File: config.mk
export PLATFORM = sky130hd
export DESIGN_NAME = uart_rx_param
export DESIGN_NICKNAME = d
export VERILOG_FILES = /design/src/rtl/uart_rx_param.sv
export SDC_FILE = /design/constraint.sdc
export NUM_CORES = 1
export LEC_CHECK = 0
export BUFFER_PORTS_ARGS = -buffer_cell sky130_fd_sc_hd__buf_2
export CORE_ASPECT_RATIO = 0.75
export CORE_UTILIZATION = 50
export DETAILED_ROUTE_END_ITERATION = 16
export GPL_ROUTABILITY_DRIVEN = 0
export HOLD_SLACK_MARGIN = 0.02
export PLACE_DENSITY = 0.65
export RECOVER_POWER = 25
export SYNTH_ARGS = -nofsm -noshare
export SYNTH_HDL_FRONTEND = slang
export SYNTH_SLANG_ARGS = --single-unit
File: constraint.sdc
create_clock -name clk_50M -period 3.05 [get_ports clk_50M]
set_clock_uncertainty 0.05 [all_clocks]
set_input_delay 0.61 -clock clk_50M [delete_from_list [all_inputs] [get_ports clk_50M]]
set_output_delay 0.61 -clock clk_50M [all_outputs]
set_load 0.03 [all_outputs]
File: src/rtl/uart_rx_param.sv
// uart_rx_param: parametrised UART receiver (data width, parity, stop bits) with FWFT receive FIFO.
// Optional build macro UART_RX_MAJORITY_EN selects a 2-of-3 majority vote for every bit sample.
module uart_rx_param #(
    parameter int CLK_FREQ   = 50_000_000,
    parameter int BAUD_RATE  = 115200,
    parameter int DATA_BITS  = 8,
    parameter int PARITY     = 0,
    parameter int STOP_BITS  = 1,
    parameter int FIFO_DEPTH = 4
) (
    input  logic                          clk_50M,
    input  logic                          rst_n,
    input  logic                          rs232_rx,
    output logic [DATA_BITS-1:0]          rx_data,
    output logic                          rx_valid,
    input  logic                          rx_ready,
    output logic                          frame_err,
    output logic                          parity_err,
    output logic                          overrun_err,
    output logic [$clog2(FIFO_DEPTH):0]   fifo_level,
    output logic                          busy
);

    localparam int BAUD_DIV = CLK_FREQ / BAUD_RATE;
    localparam int HALF     = BAUD_DIV / 2;
    localparam int CNT_W    = (BAUD_DIV > 2) ? $clog2(BAUD_DIV) : 1;
    localparam int IDX_W    = $clog2(DATA_BITS);
    localparam int AW       = (FIFO_DEPTH > 1) ? $clog2(FIFO_DEPTH) : 1;
    localparam int LVL_W    = AW + 1;

    localparam logic [CNT_W-1:0] CNT_HALF  = CNT_W'(HALF);
    localparam logic [CNT_W-1:0] CNT_LAST  = CNT_W'(BAUD_DIV - 1);
    localparam logic [IDX_W-1:0] IDX_LAST  = IDX_W'(DATA_BITS - 1);
    localparam logic [IDX_W-1:0] STOP_LAST = IDX_W'(STOP_BITS - 1);
    localparam logic [LVL_W-1:0] LVL_FULL  = LVL_W'(FIFO_DEPTH);
    localparam logic             ODD       = (PARITY == 1);

    typedef enum logic [2:0] {
        S_IDLE,
        S_START,
        S_DATA,
        S_PARITY,
        S_STOP
    } state_e;

    state_e               state_q, state_d;
    logic [CNT_W-1:0]     cnt_q, cnt_d;
    logic [IDX_W-1:0]     idx_q, idx_d;
    logic [DATA_BITS-1:0] shift_q, shift_d;
    logic                 pe_q, pe_d;
    logic                 fe_q, fe_d;
    logic [1:0]           sync_q, sync_d;
    logic                 line_prev_q, line_prev_d;
    logic [AW-1:0]        wr_ptr_q, wr_ptr_d;
    logic [AW-1:0]        rd_ptr_q, rd_ptr_d;
    logic [LVL_W-1:0]     level_q, level_d;
    logic                 frame_err_q, frame_err_d;
    logic                 parity_err_q, parity_err_d;
    logic                 overrun_q, overrun_d;
    logic [DATA_BITS-1:0] mem_q [FIFO_DEPTH];

    logic line_s, sample, fall;
    logic finish, fe_now, push_req, push_ok, pop, full;

    assign line_s = sync_q[1];
    assign fall   = line_prev_q & ~line_s;

`ifdef UART_RX_MAJORITY_EN
    // hist_q[0] mirrors sync_q[1]; the three bits are the synced line now and the two cycles before.
    logic [2:0] hist_q, hist_d;

    always_comb begin
        hist_d = {hist_q[1:0], sync_q[0]};
    end

    always_ff @(posedge clk_50M or negedge rst_n) begin
        if (!rst_n) hist_q <= '1;
        else        hist_q <= hist_d;
    end

    assign sample = (hist_q[0] & hist_q[1]) | (hist_q[0] & hist_q[2]) | (hist_q[1] & hist_q[2]);
`else
    assign sample = line_s;
`endif

    always_comb begin
        sync_d      = {sync_q[0], rs232_rx};
        line_prev_d = line_s;
        state_d     = state_q;
        cnt_d       = cnt_q + CNT_W'(1);
        idx_d       = idx_q;
        shift_d     = shift_q;
        pe_d        = pe_q;
        fe_d        = fe_q;
        finish      = 1'b0;
        fe_now      = fe_q;
        case (state_q)
            S_IDLE: begin
                cnt_d = '0;
                if (fall) state_d = S_START;
            end
            S_START: begin
                if (cnt_q == CNT_HALF) begin
                    cnt_d   = '0;
                    idx_d   = '0;
                    pe_d    = 1'b0;
                    fe_d    = 1'b0;
                    state_d = sample ? S_IDLE : S_DATA;
                end
            end
            S_DATA: begin
                if (cnt_q == CNT_LAST) begin
                    cnt_d   = '0;
                    shift_d = {sample, shift_q[DATA_BITS-1:1]};
                    if (idx_q == IDX_LAST) begin
                        idx_d   = '0;
                        state_d = (PARITY != 0) ? S_PARITY : S_STOP;
                    end else begin
                        idx_d = idx_q + IDX_W'(1);
                    end
                end
            end
            S_PARITY: begin
                if (cnt_q == CNT_LAST) begin
                    cnt_d   = '0;
                    pe_d    = (^shift_q) ^ sample ^ ODD;
                    state_d = S_STOP;
                end
            end
            S_STOP: begin
                if (cnt_q == CNT_LAST) begin
                    cnt_d  = '0;
                    fe_now = fe_q | ~sample;
                    fe_d   = fe_now;
                    if (idx_q == STOP_LAST) begin
                        finish  = 1'b1;
                        state_d = S_IDLE;
                    end else begin
                        idx_d = idx_q + IDX_W'(1);
                    end
                end
            end
            default: state_d = S_IDLE;
        endcase
    end

    always_comb begin
        frame_err_d  = finish & fe_now;
        parity_err_d = finish & ~fe_now & pe_q;
        push_req     = finish & ~fe_now & ~pe_q;
        full         = (level_q == LVL_FULL);
        pop          = (level_q != '0) & rx_ready;
        push_ok      = push_req & (~full | pop);
        overrun_d    = push_req & full & ~pop;
        wr_ptr_d     = push_ok ? wr_ptr_q + AW'(1) : wr_ptr_q;
        rd_ptr_d     = pop ? rd_ptr_q + AW'(1) : rd_ptr_q;
        case ({push_ok, pop})
            2'b10:   level_d = level_q + LVL_W'(1);
            2'b01:   level_d = level_q - LVL_W'(1);
            default: level_d = level_q;
        endcase
    end

    always_ff @(posedge clk_50M or negedge rst_n) begin
        if (!rst_n) begin
            state_q      <= S_IDLE;
            cnt_q        <= '0;
            idx_q        <= '0;
            shift_q      <= '0;
            pe_q         <= 1'b0;
            fe_q         <= 1'b0;
            sync_q       <= '1;
            line_prev_q  <= 1'b1;
            wr_ptr_q     <= '0;
            rd_ptr_q     <= '0;
            level_q      <= '0;
            frame_err_q  <= 1'b0;
            parity_err_q <= 1'b0;
            overrun_q    <= 1'b0;
        end else begin
            state_q      <= state_d;
            cnt_q        <= cnt_d;
            idx_q        <= idx_d;
            shift_q      <= shift_d;
            pe_q         <= pe_d;
            fe_q         <= fe_d;
            sync_q       <= sync_d;
            line_prev_q  <= line_prev_d;
            wr_ptr_q     <= wr_ptr_d;
            rd_ptr_q     <= rd_ptr_d;
            level_q      <= level_d;
            frame_err_q  <= frame_err_d;
            parity_err_q <= parity_err_d;
            overrun_q    <= overrun_d;
        end
    end

    always_ff @(posedge clk_50M) begin
        if (push_ok) mem_q[wr_ptr_q] <= shift_q;
    end

    // Storage is not reset; masking the head with rx_valid gives rx_data = 0 whenever the FIFO is empty.
    assign rx_valid    = (level_q != '0);
    assign rx_data     = rx_valid ? mem_q[rd_ptr_q] : '0;
    assign fifo_level  = level_q;
    assign frame_err   = frame_err_q;
    assign parity_err  = parity_err_q;
    assign overrun_err = overrun_q;
    assign busy        = (state_q != S_IDLE);

endmodule

==> run metrics <==
initial core utilization=52.3%; Post-synth EDFFs=32; antenna violations before repair=0; clk_lat worst skew=0.35 ns; GRT Residual Overflow=0; Syn Nets=271; sequential share of power=42.5%; Tmin final=2.67 ns; crit path DAT=2.01 ns; Synth Cell Area=3340 um^2; commonest cells after routing, fill and taps aside=dfrtp_1 (35), edfxtp_1 (32), nor2_1 (24), buf_2 (18), xnor2_1 (17); Max-Cap Viols=1; worst reg2reg setup slack=0.40 ns; ys flop type=dfrtp_1; initial drt markers=111; Via Count=2,056; Num CTS Buffers=9; Port Buffer Count=19; multi-input logic area=1360 um^2; synth unique cells=52; Hold Crit Depth=1; Rows=25; DPL Wire Length=4170 um; IO Pins=20; die span in x=96.4 um; CP endpoint kind=primary output; Leakage=0.00166 uW; # clock sinks=70; Inserted Diodes=0; synthesized area per cell=13.0 um^2; H-Tree Depth=3; sequential share of the synthesized area=57.4%; number of global-route vias before repair=1,906; Final Hold Viols=0; die height=72.8 um; crit path max fanout=10; Worst Hold End=sync_q[0]; fin cells=369; flip-flop and latch area=1920 um^2; PwrDens=718 nW/um^2; switching power=854 uW; post-CTS sizing=0; DRT Wirelength=5900 um; Max-slew headroom=-35.9%; placed insts=353; drc violations=0; largest net degree at the start of global routing=39; outcome=finished with violations; path depth of the worst reg2reg path=9; Slew Limit Fails=39; failing checks=capacitance limit, slew limit; area delta synth->final=12.9%; Final period util=87.6%; GRT Util Overall=19.3%; FMAX=0.374 GHz; combinational cell fraction of total power=24.0%; actual slew at the worst max-slew pin=2.04 ns; Crit. Startpoint=rd_ptr_q[0]; Min-Delay Path Class=input port to flop; Peak VDD IR=0.308 mV; Final Setup Violations=0; power share of the clock group=33.5%; CTS tree=done; most common cell after layout, fill and taps aside=dfrtp_1; wire length per cell=16.0 um; setup TNS=0 ns; Data required, critical path=2.39 ns; post-layout net count=297; startpoint class of the critical path=flop; post-CTS setup buffers=0; capturing point of the worst reg2reg path=fifo_level[2]; first drt pass iteration count=4; layout cell share with drive strength beyond 1=22.2%; ANT nets after route=0; clock-pin slew on the worst setup and hold paths=0.08 ns; Hold Path Origin=rs232_rx; first-pass GRT wire length=9720 um; Root Driver=clkbuf_8; Mapped Cells=257; hold_buf cts=0; Switching Share=31.6%; worst setup path category=flop to primary output; worst r2r src=state_q[1]; core area=6380 um^2; final-layout fill cell count=525; RSZ-0062 raised after global routing=no; area of the die=7010 um^2; Internal=1850 uW; clk buf depth=2; Yosys reg bits=70; Via density=5.57; Synth async-reset ratio=54.3%; Ys Warns=0
==> metal layers <==
| metal | global-route usage, % | share of wire (%) |
|---|---|---|
| met1 | 28.5 | 50 |
| met2 | 25.3 | 41 |
| met3 | 7.50 | 6.3 |
| met4 | 8.01 | 2.0 |
| met5 | 0 | 0 |
==> kinds of logic after synthesis <==
family                     synth area share (%)
adders and majority gates                  3.97
and+or+nand+nor                            15.6
xor gates and xnor gates                   5.51
DFF                                        57.4
muxes                                      10.0
AOI/OAI and AO/OA                          5.43
buffers and inverters                      2.06
==> synth_stat cells, types with 2 or more instances <==
library cell	count	area, um^2
o31ai_1	3	22.5
clkbuf_1	3	11.3
nor2b_1	3	18.8
dfstp_2	3	78.8
mux2_1	2	22.5
nand2_1	8	30.0
buf_2	4	20.0
or3_1	2	12.5
nand3_1	11	55.1
nor3_1	4	20.0
o21ai_0	4	20.0
mux2i_1	2	20.0
a21oi_1	7	35.0
nand3b_1	2	15.0
nand2b_1	2	12.5
inv_1	10	37.5
ha_1	9	113
nor3b_1	3	22.5
and3_1	3	18.8
mux2_2	10	113
edfxtp_1	32	961
dfrtp_1	35	876
or2_1	3	18.8
xnor2_1	17	149
nor4_1	2	12.5
and2_1	13	81.3
xor2_1	4	35.0
nor2_1	24	90.1
o41ai_1	2	17.5
mux4_2	8	180
==> metrics by stage <==
stage          hold slack (ns)  cell area, um^2  total power (uW)  worst slack (ns)  utilization [%]
2_1_floorplan            0.264             3340              1650             0.478                -
5_1_grt                  0.290             3770              2850             0.267             59.1
6_report                 0.304             3770              2710             0.378             59.1
3_5_place_dp             0.309             3530              1820             0.478             55.3
4_1_cts                  0.289             3770              2730             0.335             59.1
3_3_place_gp             0.308             3530              1810             0.543             55.3
==> worst max-delay path by stage <==
stage                    end
3_5_place_dp   fifo_level[2]
6_report          rx_data[4]
5_1_grt           rx_data[4]
4_1_cts           rx_data[4]
3_3_place_gp   fifo_level[2]
2_1_floorplan  fifo_level[2]
==> area by class of cell <==
class | count | share of cell area, %
repair buffers | 22 | 3.09
multi-input cells | 170 | 35.9
clock buffers | 9 | 3.28
inverters | 10 | 0.995
flip-flops and latches | 70 | 50.8
clock inverters | 7 | 3.22
well taps | 81 | 2.69
==> critical path, stage by stage, from the launching register on <==
cell	delay, ns
dfrtp_1	0.72
mux4_2	0.58
and2_1	0.18
buf_2	0.18
==> power groups by stage <==
stage               Sequential [uW]  Clock, uW  Combinational (uW)
detailed placement             1180          0                 644
finish                         1150        906                 649
global placement               1170          0                 640
CTS                            1160        925                 647
floorplan                      1120          0                 531
global route                   1170        959                 725
==> registers in the layout, summed over array words and instances, names as in the netlist, 2 cells and up <==
| register | cells |
|---|---|
| cnt_q | 9 |
| wr_ptr_q | 2 |
| mem_q | 32 |
| shift_q | 8 |
| sync_q | 2 |
| rd_ptr_q | 2 |
| idx_q | 3 |
| state_q | 3 |
| fifo_level | 3 |
(Power assumes the default switching activity.)
